[src/rtl/as_imem_scan_loader.sv]
// -----------------------------------------------------------------------------
// as_imem_scan_loader
//
// Purpose: JTAG data-register front end that loads (and optionally reads back)
// instruction memory. A scan register SR = {addr, data, inc, rd, we} is
// shifted through tdi/tdo. An update issues one memory access through a
// small IDLE/REQ/WAIT/DONE handshake. A capture returns
// {last_addr, last_rdata, 1'b0, busy, err}.
//
// Ports:
//   clk_i, rstn_i               clock, asynchronous active-low reset
//   sel_i                       loader data register selected in the TAP
//   capture_dr_i, shift_dr_i,
//   update_dr_i                 one-cycle TAP state strobes
//   tdi_i / tdo_o               serial in / registered serial out
//   mem_req_o, mem_we_o,
//   mem_addr_o, mem_wdata_o     memory request (held stable until ack)
//   mem_ack_i, mem_rdata_i      memory response
//   busy_o, err_o               status (err is sticky, cleared on capture)
//
// Configuration: define IMEM_SCAN_READBACK_EN to build the read path
// (rd decode, last_rdata register, mem_rdata_i capture). Without it a
// read command is a NOP that flags err and the captured data field is zero.
// -----------------------------------------------------------------------------
module as_imem_scan_loader #(
  parameter int ADDR_W = 10,
  parameter int DATA_W = 32,
  parameter int STEP   = 4
) (
  input  logic              clk_i,
  input  logic              rstn_i,
  input  logic              sel_i,
  input  logic              capture_dr_i,
  input  logic              shift_dr_i,
  input  logic              update_dr_i,
  input  logic              tdi_i,
  output logic              tdo_o,
  output logic              mem_req_o,
  output logic              mem_we_o,
  output logic [ADDR_W-1:0] mem_addr_o,
  output logic [DATA_W-1:0] mem_wdata_o,
  input  logic              mem_ack_i,
  input  logic [DATA_W-1:0] mem_rdata_i,
  output logic              busy_o,
  output logic              err_o
);
  localparam int         L       = ADDR_W + DATA_W + 3;
  localparam logic [7:0] TIMEOUT = 8'd255;

  typedef enum logic [1:0] {IDLE, REQ, WAIT, DONE} state_e;

  state_e            state_q, state_d;
  logic [L-1:0]      sr_q, sr_d;
  logic              tdo_q, tdo_d;
  logic [ADDR_W-1:0] last_addr_q, last_addr_d;
  logic              err_q, err_d;
  logic              busy_q, busy_d;
  logic              req_q, req_d;
  logic              we_q, we_d;
  logic [ADDR_W-1:0] addr_q, addr_d;
  logic [DATA_W-1:0] wdata_q, wdata_d;
  logic [7:0]        cnt_q, cnt_d;

  logic              shf, cap, upd;
  logic              sr_we, sr_rd, sr_inc;
  logic [DATA_W-1:0] sr_data;
  logic [ADDR_W-1:0] sr_addr;
  logic [ADDR_W-1:0] target;
  logic              cmd_read, cmd_go, cmd_bad, err_set;
  logic [DATA_W-1:0] cap_data;

  assign shf = sel_i & shift_dr_i;
  assign cap = sel_i & capture_dr_i;
  assign upd = sel_i & update_dr_i;

  assign sr_we   = sr_q[0];
  assign sr_rd   = sr_q[1];
  assign sr_inc  = sr_q[2];
  assign sr_data = sr_q[DATA_W+2:3];
  assign sr_addr = sr_q[L-1:DATA_W+3];

  // Auto-increment wraps naturally at 2^ADDR_W.
  assign target = sr_inc ? (last_addr_q + ADDR_W'(STEP)) : sr_addr;

`ifdef IMEM_SCAN_READBACK_EN
  logic              rd_q, rd_d;
  logic [DATA_W-1:0] last_rdata_q, last_rdata_d;

  assign cmd_read = sr_rd & ~sr_we;
  assign cmd_bad  = sr_rd & sr_we;
  assign cap_data = last_rdata_q;
`else
  logic unused_rdata;

  // Without the read path any rd bit is an error (rd-only becomes a NOP).
  assign cmd_read     = 1'b0;
  assign cmd_bad      = sr_rd;
  assign cap_data     = '0;
  assign unused_rdata = ^mem_rdata_i;
`endif

  assign cmd_go = sr_we | cmd_read;

  always_comb begin
    state_d     = state_q;
    sr_d        = sr_q;
    tdo_d       = tdo_q;
    last_addr_d = last_addr_q;
    err_d       = err_q;
    req_d       = 1'b0;
    we_d        = we_q;
    addr_d      = addr_q;
    wdata_d     = wdata_q;
    cnt_d       = cnt_q;
    err_set     = 1'b0;
`ifdef IMEM_SCAN_READBACK_EN
    rd_d         = rd_q;
    last_rdata_d = last_rdata_q;
`endif

    if (shf) begin
      sr_d  = {tdi_i, sr_q[L-1:1]};
      tdo_d = sr_q[0];
    end else if (cap) begin
      sr_d = {last_addr_q, cap_data, 1'b0, busy_q, err_q};
      // Clear-on-read: the err bit just captured is the one being cleared.
      if (err_q) err_d = 1'b0;
    end

    case (state_q)
      IDLE: begin
        if (upd) begin
          if (cmd_go) begin
            state_d = REQ;
            req_d   = 1'b1;
            we_d    = sr_we;
            addr_d  = target;
            wdata_d = sr_we ? sr_data : '0;
`ifdef IMEM_SCAN_READBACK_EN
            rd_d    = cmd_read;
`endif
          end
          if (cmd_bad) err_set = 1'b1;
        end
      end
      REQ: begin
        // Any ack seen while the request is being presented is ignored.
        state_d = WAIT;
        cnt_d   = 8'd1;
      end
      WAIT: begin
        if (mem_ack_i) begin
          state_d     = DONE;
          last_addr_d = addr_q;
`ifdef IMEM_SCAN_READBACK_EN
          if (rd_q) last_rdata_d = mem_rdata_i;
          rd_d = 1'b0;
`endif
          we_d    = 1'b0;
          addr_d  = '0;
          wdata_d = '0;
        end else if (cnt_q == TIMEOUT) begin
          // Give up on the access; last_addr keeps its previous value.
          state_d = IDLE;
          err_set = 1'b1;
          we_d    = 1'b0;
          addr_d  = '0;
          wdata_d = '0;
`ifdef IMEM_SCAN_READBACK_EN
          rd_d = 1'b0;
`endif
        end else begin
          cnt_d = cnt_q + 8'd1;
        end
      end
      DONE: state_d = IDLE;
      default: state_d = IDLE;
    endcase

    // Updates arriving while an access is in flight are dropped.
    if (upd && (state_q != IDLE)) err_set = 1'b1;
    // A new error wins over a simultaneous clear so no event is lost.
    if (err_set) err_d = 1'b1;

    busy_d = (state_d != IDLE);
  end

  always_ff @(posedge clk_i or negedge rstn_i) begin
    if (!rstn_i) begin
      state_q     <= IDLE;
      sr_q        <= '0;
      tdo_q       <= 1'b0;
      last_addr_q <= '0;
      err_q       <= 1'b0;
      busy_q      <= 1'b0;
      req_q       <= 1'b0;
      we_q        <= 1'b0;
      addr_q      <= '0;
      wdata_q     <= '0;
      cnt_q       <= '0;
`ifdef IMEM_SCAN_READBACK_EN
      rd_q         <= 1'b0;
      last_rdata_q <= '0;
`endif
    end else begin
      state_q     <= state_d;
      sr_q        <= sr_d;
      tdo_q       <= tdo_d;
      last_addr_q <= last_addr_d;
      err_q       <= err_d;
      busy_q      <= busy_d;
      req_q       <= req_d;
      we_q        <= we_d;
      addr_q      <= addr_d;
      wdata_q     <= wdata_d;
      cnt_q       <= cnt_d;
`ifdef IMEM_SCAN_READBACK_EN
      rd_q         <= rd_d;
      last_rdata_q <= last_rdata_d;
`endif
    end
  end

  assign tdo_o       = tdo_q;
  assign mem_req_o   = req_q;
  assign mem_we_o    = we_q;
  assign mem_addr_o  = addr_q;
  assign mem_wdata_o = wdata_q;
  assign busy_o      = busy_q;
  assign err_o       = err_q;

endmodule

[config.mk]
export PLATFORM = sky130hd
export DESIGN_NAME = as_imem_scan_loader
export DESIGN_NICKNAME = d
export VERILOG_FILES = /design/src/rtl/as_imem_scan_loader.sv
export SDC_FILE = /design/constraint.sdc
export NUM_CORES = 1
export LEC_CHECK = 0
export CAP_MARGIN = 30
export CORE_MARGIN = 5
export CORE_UTILIZATION = 45
export DETAILED_ROUTE_END_ITERATION = 8
export GPL_ROUTABILITY_DRIVEN = 0
export PLACE_DENSITY_LB_ADDON = 0.1
export REMOVE_ABC_BUFFERS = 1
export SLEW_MARGIN = 20
export SYNTH_ARGS = -nofsm -noshare
export SYNTH_HDL_FRONTEND = slang
export SYNTH_SLANG_ARGS = --single-unit
[constraint.sdc]
create_clock -name clk_i -period 1.8 [get_ports clk_i]
set_input_delay 0.36 -clock clk_i [delete_from_list [all_inputs] [get_ports clk_i]]
set_output_delay 0.36 -clock clk_i [all_outputs]
set_load 0.1 [all_outputs]
Yosys cells after proc, flatten, opt, wreduce, memory -nomap -nowiden

Index checks and enable logic that the tools add are counted.

Reduce and logical (&&, ||, !) cells: 12
Add/subtract/negate cells: 2
Equal/unequal tests: 10
Mux-type cells: 38
Bitwise gates (word level): 3

Operators by type and width:

| cell                    | number |
|---|---|
| $mux W32                | 4 |
| $mux W45                | 2 |
| $pmux W32 S2            | 1 |
| $mux W10                | 5 |
| $pmux W10 S2            | 1 |
| $mux W8                 | 2 |
| $pmux W8 S2             | 1 |
| $mux W1                 | 15 |
| $reduce_bool A2 Y1      | 6 |
| $add A10 B3 Y10 const B | 1 |
| $add A8 B1 Y8 const B   | 1 |
| $eq A8 B8 Y1 const B    | 1 |
| $mux W2                 | 4 |
| $ne A2 B2 Y1 const B    | 4 |
| $pmux W2 S4             | 1 |
| $eq A2 B2 Y1 const B    | 2 |
| $pmux W1 S2             | 2 |
| $reduce_and A2 Y1       | 2 |
| $reduce_and A4 Y1       | 1 |
| $and A1 B1 Y1           | 3 |
| $ne A3 B3 Y1 const B    | 1 |
| $reduce_and A3 Y1       | 1 |
| $eq A2 B1 Y1 const B    | 1 |
| $logic_not A2 Y1        | 1 |
| 2 further kinds         | 2 |

Register bits: 112
Word-level logic and storage cells: 76
Input port bits: 40

Longest topological paths before layout

Gate-level depths: netlist (run 1).

Depth after elaboration: 7
Depth in mapped cells: 8

Worst setup path after synthesis (run 1)

OpenSTA, ideal clock, no wires.

Path type: reg2reg
Start: register cnt_q[0]
End: register wdata_q[0], in the netlist mem_wdata_o[0]
Library setup time: 0.069 ns
Arrival: 1.456 ns
Clock period less this slack: 1.525 ns
Cell stages (with the launch flop): 7
Slack: 0.275 ns
Path through: dfrtp_1 ha_1 nand4_2 nor2_2 o31ai_4 buf_2 a22o_1

Word-level cells in the longest chain between the ends: 3

RTL lines:

| what                               | line | text |
|---|---|---|
| start: declaration                 | 62   | `logic [7:0] cnt_q, cnt_d;` |
| start signal: assignment           | 216  | `cnt_q <= cnt_d;` |
| $eq A8 B8 Y1                       | 162  | `end else if (cnt_q == TIMEOUT) begin` |
| $ne A3 B3 Y1 (no source line)      | --   |  |
| $reduce_and A4 Y1 (no source line) | --   |  |
| end signal: assignment             | 215  | `wdata_q <= wdata_d;` |
| end: declaration                   | 61   | `logic [DATA_W-1:0] wdata_q, wdata_d;` |

No other way between the ends.
A chain may end at the register's enable or synchronous reset.

Final worst setup path (run 1)

Start: register cnt_q[1]
End: register wdata_q[15], in the netlist mem_wdata_o[15]

Same word-level chain as after synthesis.

==> results.md, run 1 <==
- CP required: roughly 2.1 ns
- Antenna violations before repair: 0
- Max IR drop VDD: a little over 0.0007 V
- Via Count: ~3,100
- Filler Cells Inserted: ~850
- HPWL Detailed: around 6300 microns
- Max-slew headroom: between 60% and 70%
- Port Buffers: 54
- # diodes: 0
- Worst-case reg-to-reg path depth: 6
- Ys async rst share: 100%
- P_leak: between 2 and 3 nW
- Reg2reg end: mem_wdata_o[15]$_DFFE_PN0P_
- Die span in x: 111 microns
- Clock sink total: ~110
- Arr. time, crit path: between 1.5 and 2 ns
- Core footprint: ~0.01 sq mm
- Largest net degree at the start of global routing: 42
- Synth top area share: 60.7%
- Initial Util: a little under half
- Most common cell after layout, fill and taps aside: dfrtp_1
- Pre-CTS setup slack: -0.0863 ns
- Total CTS buffers: 9
- Fin crit period: ~1.7 ns
- Final hold viol count: 0
- Post-Syn Instances: 346
- Vias in the first global route: between 3,000 and 4,000
- Aggregate global-route resource usage: 16.0%
- Max Slew Vio Count: 0
- Gr ovfl total: 0
- Final number of setup-violating endpoints: 0
- Via density: between 5 and 6
- Post-route insts no fill: ~550
- Peak fanout along the critical path: 18
- Part of the Yosys area used for sequential elements: 60.7%
- Site row count: 37
- Layout Utilization: between 50% and 60%
- Number of enable flip-flop cells after synthesis: 0
- Worst slew pin tran: around 0.46 ns
- 1st-pass router iterations: 4
- Ys flop type: dfrtp_1
- Most frequent cells in the layout: dfrtp_1, a22o_1, buf_12
- Max Cap Viol: 0
- Placed cell count: about 530
- Synth cell types: 45
- DIE AREA: between 0.01 and 0.015 sq mm
- CP startpoint kind: register
- Final WS setup: 0.115 ns
- PwrDens: 944 mW/mm^2
- Fmax: 593 MHz
- Clock transition at path regs: ~0.1 ns
- #FFs+latches synth: about 110
- Layout Skew: approximately 0.009 ns
- Area grow syn2layout: 31.4%
- H-tree depth: 3
- Iter 0 DRT Violations: 174
- RSZ-0062 raised after global routing: no
- Cell area after synthesis: around 0.0046 sq mm
- Hold/Removal Path Class: in -> async
- Footprint of the multi-input gates: 0.00161 sq mm
- Final Cycle Share: a little over nine tenths
- Nets: between 400 and 500
- DRC: 0
- Critical path type: reg -> reg
- Final instance area: just over 0.006 sq mm
- CTS Buffer Depth: 2
- Mean Syn Cell Area: approximately 13 sq um
- Share of cells above drive strength 1: between 20% and 30%
- Global-route wire length before repair: around 16,000 microns
- Root Driver: clkbuf_8
- Status: complete, no violations
- Synth area leaders: dfrtp_1, a22o_1, mux2_2, buf_2, buf_6
- Reg-to-reg slack, setup: 0.11 ns
- Sequential cell area: roughly 0.0028 sq mm
- Synth area leader: dfrtp_1
- Post-Route WL: roughly 9500 microns
- Crit path capture type: register
- Final ANT Viol Nets: 0
- Clk_lat worst skew: 0.36 ns
- DP Area: ~0.0058 sq mm
- Synth warn: 0
- Die height: between 100 and 150 microns
- I/O pin cnt: 87
- FF-to-FF Start: cnt_q[1]$_DFFE_PN0P_
- TritonCTS clock tree: done
- Drt wl/cell: roughly 17 microns
==> cells in the mapped netlist (2+ instances only) <==
cell type  instances
dfrtp_1          112
a22o_1            92
buf_2             12
mux2_2            11
nand2_1           11
nand3_1           11
a21oi_1            9
nor2_1             7
clkbuf_1           6
buf_6              5
inv_1              5
mux2i_1            5
o21ai_2            4
buf_4              3
nor2b_1            3
o211ai_1           3
o21ai_0            3
o2bb2ai_1          3
o31ai_1            3
or3_1              3
a311oi_1           2
a31oi_1            2
and3_1             2
ha_1               2
nand3b_1           2
nand4_1            2
nor3b_1            2
o21a_1             2
o2bb2ai_2          2
xor2_1             2
==> registers in the layout (all words and copies together) (netlist names) <==
signal,cells
busy_o,1
cnt_q,8
mem_we_o,1
tdo_o,1
err_o,1
mem_req_o,1
mem_wdata_o,32
sr_q,45
last_addr_q,10
state_q,2
mem_addr_o,10
==> worst max-delay path: stages (launching register included) <==
cell and delay [ns]:
dfrtp_1 0.42, ha_1 0.23, nand4_2 0.13, nor2_2 0.08, o31ai_4 0.29, buf_4 0.31
a22o_1 0.16
==> layer usage <==
metal	GRT usage, %	vias to the layer above	part of all wire (%)
li1	-	1443	-
met4	3.33	0	0.60
met3	4.59	4	3.3
met1	21.6	1626	47
met2	26.2	56	49
met5	0	-	0
==> final cells by class <==
class,instances,area share (%)
flip-flops and latches,112,46.2
multi-input cells,201,26.5
repair buffers,79,20.4
well taps,136,2.80
clock buffers,9,2.04
clock inverters,6,1.53
inverters,6,0.577
==> logic make-up (layout without fill, tap and decap cells) <==
| family | after synthesis | in the layout | share of synthesized area (%) |
|---|---|---|---|
| buf+inv | 33 | 100 | 4.69 |
| mux | 16 | 16 | 3.77 |
| compound gates | 131 | 131 | 24.1 |
| xor+xnor | 3 | 3 | 0.569 |
| flops | 112 | 112 | 60.7 |
| simple gates | 49 | 49 | 5.66 |
| fa+ha+maj | 2 | 2 | 0.542 |
==> through the flow <==
step | hold slack (ns) | setup TNS (ns) | power (W)
detailed placement | 0.343 | -2.54 | 0.00417
floorplan | 0.0644 | -10.0 | 0.00357
global placement | 0.339 | -2.33 | 0.00415
CTS | 0.491 | 0 | 0.00580
finish | 0.478 | 0 | 0.00573
global route | 0.500 | 0 | 0.00600
==> how the worst max path moves through the flow <==
stage / startpoint / to / cells after the start
after detailed placement: update_dr_i / mem_wdata_o[20]$_DFFE_PN0P_ / 6
after global routing: cnt_q[1]$_DFFE_PN0P_ / mem_wdata_o[3]$_DFFE_PN0P_ / 6
after global placement: sel_i / mem_wdata_o[19]$_DFFE_PN0P_ / 6
after floorplan: cnt_q[0]$_DFFE_PN0P_ / mem_addr_o[2]$_DFFE_PN0P_ / 5
final: cnt_q[1]$_DFFE_PN0P_ / mem_wdata_o[15]$_DFFE_PN0P_ / 6
after CTS: cnt_q[1]$_DFFE_PN0P_ / mem_wdata_o[1]$_DFFE_PN0P_ / 6
==> repair_timing <==
action / CTS / global route
hold buffers: 1 / 0
hold endpoints to repair: 31 / 0
setup buffers: 0 / 0
resized for setup: 0 / 0
==> where the power goes <==
part	internal (W)	leakage (nW)	total (W)	switching, W
combinational	0.000481	1.14	0.00131	0.000824
sequential	0.00264	1.54	0.00280	0.000160
clock	0.000790	0.108	0.00162	0.000835
total	0.00391	2.79	0.00573	0.00182
Power figures use the tool's default switching activity.
==> run 2: changes to the inputs <==
--- a/config.mk
+++ b/config.mk
@@ -5,9 +5,11 @@
 export SDC_FILE = /design/constraint.sdc
 export NUM_CORES = 1
 export LEC_CHECK = 0
+export ABC_AREA = 1
 export CAP_MARGIN = 30
 export CORE_MARGIN = 5
 export CORE_UTILIZATION = 45
+export CTS_BUF_LIST = sky130_fd_sc_hd__clkbuf_16
 export DETAILED_ROUTE_END_ITERATION = 8
 export GPL_ROUTABILITY_DRIVEN = 0
 export PLACE_DENSITY_LB_ADDON = 0.1
==> results.md, run 2 <==
- P_int: 0.00440 W (+13%)
- Clk_lat worst skew: 0.34 ns (-0.02 ns)
- Antenna violations before repair: 0 (unchanged)
- Cell area after synthesis: 0.00459 sq mm (-0.62%)
- Clock sink total: 112 (unchanged)
- Layout Utilization: 62.4% (+2.9 points)
- Sequential cell area: 0.00280 sq mm (unchanged)
- Worst path bufs/invs: 1 (unchanged)
- Placed cell count: 671 (+26%)
- Number of enable flip-flop cells after synthesis: 0 (unchanged)
- Crit path capture type: register
- Cell Chain, Critical Path: ha_1 > nand2_2 > nor2_4 > nand2_2 > nand2_4 > nand2_4 > buf_12 > nand2_1 > o21ai_1
- Synth top area share: 61.1% (+0.38 points)
- Synth area leaders: dfrtp_1, nand2_1, inv_1, o22ai_1, o21ai_1
- Fin crit period: 1.59 ns (-0.0947 ns)
- Initial Util: 46.5% (+1.2 points)
- Post CTS Setup Buffer Count: 0 (unchanged)
- Part of the Yosys area used for sequential elements: 61.1% (+0.38 points)
- Via Count: 3,492 (+12%)
- Reg2reg end: mem_wdata_o[19]$_DFFE_PN0P_
- DRC: 0 (unchanged)
- Final ANT Viol Nets: 0 (unchanged)
- Final hold viol count: 0 (unchanged)
- Aggregate global-route resource usage: 16.4% (+0.39 points)
- Most frequent cells in the layout: nand2_1, dfrtp_1, inv_1
- Top Family by Delay on Critical Path: simple AND/OR/NAND/NOR gates
- CP startpoint kind: register
- Die span in x: 111 microns (-0.28%)
- Post-Route WL: 9630 microns (+1.3%)
- Reg-to-reg slack, setup: 0.21 ns (+0.09 ns)
- Largest net degree at the start of global routing: 39 (-7.1%)
- Port Buffers: 54 (unchanged)
- Layout Skew: 0.00385 ns (-0.00529 ns)
- Peak fanout along the critical path: 33 (+15)
- Min Hold Slack: 0.489 ns (+0.0113 ns)
- Clock power share: 29.2% (+0.8 points)
- Root Driver: clkbuf_16
- P_leak: 2.82 nW (+1.3%)
- Worst slew pin tran: 0.394 ns (-0.0641 ns)
- 1st-pass router iterations: 4 (unchanged)
- Drt wl/cell: 14.0 microns (-19%)
- Final instance area: 0.00616 sq mm (+1.5%)
- Register share of total power: 45.4% (-3.5 points)
- Total CTS buffers: 9 (unchanged)
- RSZ-0062 raised after global routing: no
- Largest register by flop count: sr_q
- Synth cell types: 28 (-38%)
- Die height: 111 microns (-0.28%)
- Post-route insts no fill: 688 (+25%)
- CP required: 2.01 ns (-0.09 ns)
- TritonCTS clock tree: done
- CTS Buffer Depth: 2 (unchanged)
- Final Cycle Share: 88.4% (-5.3 points)
- Synth warn: 0 (unchanged)
- Combinational power share: 25.4% (+2.6 points)
- Gr ovfl total: 0 (unchanged)
- Global-route wire length before repair: 16,800 microns (+2.4%)
- Max-slew headroom: 73.8% (+4.3 points)
- Via density: 5.08 (-11%)
- Max Slew Vio Count: 0 (unchanged)
- Status: complete, no violations
- I/O pin cnt: 87 (unchanged)
- Slowest stage delay, CP: 0.39 ns (-0.03 ns)
- FF-to-FF Start: cnt_q[0]$_DFFE_PN0P_
- Max Cap Viol: 0 (unchanged)
- Vias in the first global route: 3,446 (+5.8%)
- Synth top cells by count: nand2_1, dfrtp_1, inv_1
- Ys async rst share: 100% (unchanged)
- Sw Share: 33.3% (+1.6 points)
- Filler Cells Inserted: 810 (-4.1%)
- HPWL Detailed: 6540 microns (+4.3%)
- #FFs+latches synth: 112 (unchanged)
- DIE AREA: 0.0123 sq mm (-0.57%)
- Arr. time, crit path: 1.80 ns (-0.18 ns)
- Critical path type: reg -> reg
- Max IR drop VDD: 0.000833 V (+17%)
- Worst-case reg-to-reg path depth: 9 (+3)
- Clock transition at path regs: 0.07 ns (-0.03 ns)
- Fmax: 629 MHz (+6.0%)
- # diodes: 0 (unchanged)
- Final number of setup-violating endpoints: 0 (unchanged)
- H-tree depth: 3 (unchanged)
- PwrDens: 1070 mW/mm^2 (+14%)
- Hold/Removal Path Class: in -> async
- Mean Syn Cell Area: 9.44 sq um (-29%)
- Max FFs per register: 45 (unchanged)
- Iter 0 DRT Violations: 176 (+1.1%)
- Most common cell after layout, fill and taps aside: nand2_1
- Site row count: 36 (-2.7%)
- Switching power: 0.00220 W (+21%)
- Setup TNS: 0 ns (unchanged)
- Share of cells above drive strength 1: 16.4% (-10 points)
- Footprint of the multi-input gates: 0.00144 sq mm (-11%)
- Post_cts resized: 0 (unchanged)
- Core footprint: 0.00986 sq mm (-3.1%)
- Ys flop type: dfrtp_1
- Slowest CP cell: dfrtp_1
- Area grow syn2layout: 34.2%
- Synth area leader: dfrtp_1
- Cell with the most instances after synthesis: nand2_1
- Nets: 592 (+31%)
- DP Area: 0.00586 sq mm (+0.34%)
- Post-Syn Instances: 486 (+40%)
run 2: cell type report:
type                    instances  share of cell area [%]
multi-input cells             292                    23.3
repair buffers                 74                    20.1
clock buffers                   9                    3.66
well taps                     133                    2.70
inverters                      61                    3.72
flip-flops and latches        112                    45.5
clock inverters                 7                    1.04
run 2: cells by family (layout without fill, tap and decap cells):
group / Yosys count / after routing / share of synthesized area (%)
AND/OR/NAND/NOR: 180 / 180 / 16.5
flip-flops: 112 / 112 / 61.1
buffers and inverters: 82 / 151 / 7.63
XOR/XNOR: 1 / 1 / 0.191
AO/OA/AOI/OAI: 107 / 107 / 13.6
adder cells (fa/ha/maj): 2 / 2 / 0.545
multiplexers: 2 / 2 / 0.436
run 2: repair_timing:
| item | in CTS | in global routing |
|---|---|---|
| hold buffers | 1 | 0 |
| endpoints found under the hold margin | 27 | 0 |
| endpoints found under the setup margin | 0 | 0 |
run 2: worst max-delay path by stage:
stage | start | cells past startpoint | slack [ns] | endpoint
after floorplan | shift_dr_i | 5 | -0.59 | sr_q[1]$_DFFE_PN0P_
after global placement | sel_i | 9 | 0.005 | mem_wdata_o[25]$_DFFE_PN0P_
after detailed placement | sel_i | 9 | -0.02 | mem_wdata_o[24]$_DFFE_PN0P_
after CTS | cnt_q[0]$_DFFE_PN0P_ | 9 | 0.20 | mem_wdata_o[19]$_DFFE_PN0P_
after global routing | cnt_q[0]$_DFFE_PN0P_ | 9 | 0.09 | mem_wdata_o[29]$_DFFE_PN0P_
final | cnt_q[0]$_DFFE_PN0P_ | 9 | 0.21 | mem_wdata_o[19]$_DFFE_PN0P_
run 2: routing by layer:
layer  vias to the layer above  global-route usage (%)  routed length (microns)
met1                      1690                    22.8                     4580
met2                        70                    25.4                     4570
met4                         0                    4.43                      117
met3                        11                    4.69                      363
met5                         -                       0                        0
li1                       1721                       -                        -
run 2: power by group through the flow:
| stage | Combinational [W] | Sequential [W] | Clock (W) |
|---|---|---|---|
| detailed placement | 0.00169 | 0.00304 | 0 |
| floorplan | 0.000779 | 0.00327 | 0 |
| finish | 0.00168 | 0.00300 | 0.00193 |
| global route | 0.00183 | 0.00303 | 0.00209 |
| global placement | 0.00167 | 0.00303 | 0 |
| CTS | 0.00171 | 0.00300 | 0.00198 |
run 2: through the flow:
| step | worst slack, ns | total power, W |
|---|---|---|
| floorplan | -0.594 | 0.00405 |
| detailed placement | -0.0248 | 0.00474 |
| global route | 0.0874 | 0.00695 |
| CTS | 0.196 | 0.00668 |
| global placement | 0.00511 | 0.00470 |
| finish | 0.209 | 0.00661 |
==> run 3: changes to the inputs <==
--- a/config.mk
+++ b/config.mk
@@ -7,6 +7,7 @@
 export LEC_CHECK = 0
 export ABC_AREA = 1
 export CAP_MARGIN = 30
+export CORE_ASPECT_RATIO = 2
 export CORE_MARGIN = 5
 export CORE_UTILIZATION = 45
 export CTS_BUF_LIST = sky130_fd_sc_hd__clkbuf_16
==> results.md, run 3 (synthesized netlist as in run 2, its figures left out) <==
- Aggregate global-route resource usage: 17.9% (+1.5 points)
- PwrDens: 1080 mW/mm^2 (+1.1%)
- H-tree depth: 3 (unchanged)
- Sequential cell area: 0.00280 sq mm (unchanged)
- Final hold viol count: 0 (unchanged)
- # diodes: 0 (unchanged)
- Max Slew Vio Count: 0 (unchanged)
- End of the critical path: mem_wdata_o[14]$_DFFE_PN0P_
- Clock sink total: 112 (unchanged)
- Core footprint: 0.0101 sq mm (+2.2%)
- Worst slew pin tran: 0.475 ns (+0.0818 ns)
- Max-slew headroom: 68.3% (-5.5 points)
- Reg2reg end: mem_wdata_o[14]$_DFFE_PN0P_
- Worst-case reg-to-reg path depth: 9 (unchanged)
- DP Area: 0.00585 sq mm (-0.17%)
- Largest net degree at the start of global routing: 41 (+5.1%)
- Clk_lat worst skew: 0.34 ns (about the same)
- Post-route insts no fill: 685 (-0.44%)
- Global-route wire length before repair: 17,300 microns (+2.6%)
- Nets: 587 (-0.84%)
- RSZ-0062 raised after global routing: no
- CP startpoint kind: register
- DIE AREA: 0.0124 sq mm (+0.99%)
- HPWL Detailed: 7230 microns (+11%)
- Port Buffers: 54 (unchanged)
- Initial Util: 45.5% (-1.0 points)
- 1st-pass router iterations: 4 (unchanged)
- Hold/Removal Path Class: reg -> reg
- Arr. time, crit path: 1.82 ns (+0.02 ns)
- Max IR drop VDD: 0.000666 V (-20%)
- Final number of setup-violating endpoints: 0 (unchanged)
- Share of cells above drive strength 1: 15.3% (-1.1 points)
- Max Cap Viol: 0 (unchanged)
- Die span in x: 81.4 microns (-27%)
- Most common cell after layout, fill and taps aside: nand2_1
- Site row count: 52 (+44%)
- Crit path capture type: register
- P_leak: 2.81 nW (-0.58%)
- Slowest CP cell: dfrtp_1
- FF-to-FF Start: cnt_q[1]$_DFFE_PN0P_
- Drt wl/cell: 14.6 microns (+4.5%)
- CTS Buffer Depth: 2 (unchanged)
- Pre-CTS setup slack: -0.0128 ns (+0.0120 ns)
- Via density: 5.06 (-0.25%)
- Peak fanout along the critical path: 26 (-21%)
- Antenna violations before repair: 0 (unchanged)
- Setup TNS: 0 ns (unchanged)
- Layout Skew: 0.00830 ns (+0.00445 ns)
- Area grow syn2layout: 33.8%
- Final ANT Viol Nets: 0 (unchanged)
- CP required: 2.03 ns (+0.02 ns)
- Via Count: 3,468 (-0.69%)
- Root Driver: clkbuf_16
- DRC: 0 (unchanged)
- Filler Cells Inserted: 822 (+1.5%)
- Gr ovfl total: 0 (unchanged)
- Reg-to-reg slack, setup: 0.21 ns (about the same)
- Final WS setup: 0.213 ns (+0.00331 ns)
- Setup crit start: cnt_q[1]$_DFFE_PN0P_
- Largest register by flop count: sr_q
- Die height: 153 microns (+38%)
- Fmax: 630 MHz (+0.21%)
- Placed cell count: 668 (-0.45%)
- Slowest stage delay, CP: 0.39 ns (about the same)
- I/O pin cnt: 87 (unchanged)
- TritonCTS clock tree: done
- Vias in the first global route: 3,605 (+4.6%)
- Total CTS buffers: 9 (unchanged)
- Max FFs per register: 45 (unchanged)
- Final Cycle Share: 88.2% (-0.18 points)
- Post-Route WL: 10,000 microns (+4.1%)
- Clock transition at path regs: 0.07 ns (about the same)
- Iter 0 DRT Violations: 153 (-13%)
- Cell Chain, Critical Path: ha_1 > nand2_2 > nor2_4 > nand2_2 > nand2_4 > nand2_4 > buf_12 > nand2_1 > o21ai_1
- Most frequent cells in the layout: nand2_1, dfrtp_1, inv_1
- Footprint of the multi-input gates: 0.00144 sq mm (unchanged)
- Critical path type: reg -> reg
- Final instance area: 0.00614 sq mm (-0.28%)
- Status: complete, no violations
- Post_cts resized: 0 (unchanged)
- Fin crit period: 1.59 ns (-0.00331 ns)
- Final Power: 0.00666 W (+0.83%)
-- run 3: worst min path at each step --
stage               cells past startpoint                          end                       start
CTS                                     2   last_addr_q[1]$_DFFE_PN0P_  last_addr_q[1]$_DFFE_PN0P_
detailed placement                      1  mem_wdata_o[10]$_DFFE_PN0P_                      rstn_i
finish                                  2   last_addr_q[1]$_DFFE_PN0P_  last_addr_q[1]$_DFFE_PN0P_
global placement                        1  mem_wdata_o[10]$_DFFE_PN0P_                      rstn_i
floorplan                               0             busy_o$_DFF_PN0_                      rstn_i
global route                            2   last_addr_q[0]$_DFFE_PN0P_  last_addr_q[0]$_DFFE_PN0P_
-- run 3: where the power goes --
group          switching (W)  total, W  internal, W
combinational        0.00114   0.00176     0.000622
clock               0.000840   0.00189      0.00106
sequential          0.000238   0.00300      0.00277
total                0.00222   0.00666      0.00444
-- run 3: final cells by class --
type	instances	share of cell area [%]
Timing Repair Buffer	69	19.9
Clock inverter	7	0.917
Sequential cell	112	45.6
Clock buffer	9	3.67
Multi-Input combinational cell	292	23.4
Inverter	61	3.73
Tap cell	135	2.75
-- run 3: per-stage QoR --
step	util, %	hold WS, ns
CTS	60.9	0.521
global placement	58.0	0.344
detailed placement	58.0	0.350
floorplan	-	0.0644
finish	60.9	0.515
global route	60.9	0.549
-- run 3: critical path, delay by kind of cell (launching register included) --
| family | cells | cell delay, ns |
|---|---|---|
| AO/OA/AOI/OAI | 1 | 0.06 |
| adder cells (fa/ha/maj) | 1 | 0.21 |
| buffers and inverters | 1 | 0.17 |
| flip-flops | 1 | 0.39 |
| AND/OR/NAND/NOR | 6 | 0.63 |
-- run 3: routing by layer --
layer	GRT usage, %	vias up	routed length, microns	share of wire, %
li1	-	1712	-	-
met1	21.6	1666	4000	40
met2	30.1	74	5490	55
met3	3.30	16	300	3.0
met4	8.30	0	227	2.3
met5	0	-	0	0
-- run 3: timing repair --
action / 4_1_cts / 5_1_grt
setup endpoints to repair: 0 / 0
hold buffers: 1 / 0
setup buffers: 0 / 0
endpoints found under the hold margin: 33 / 0
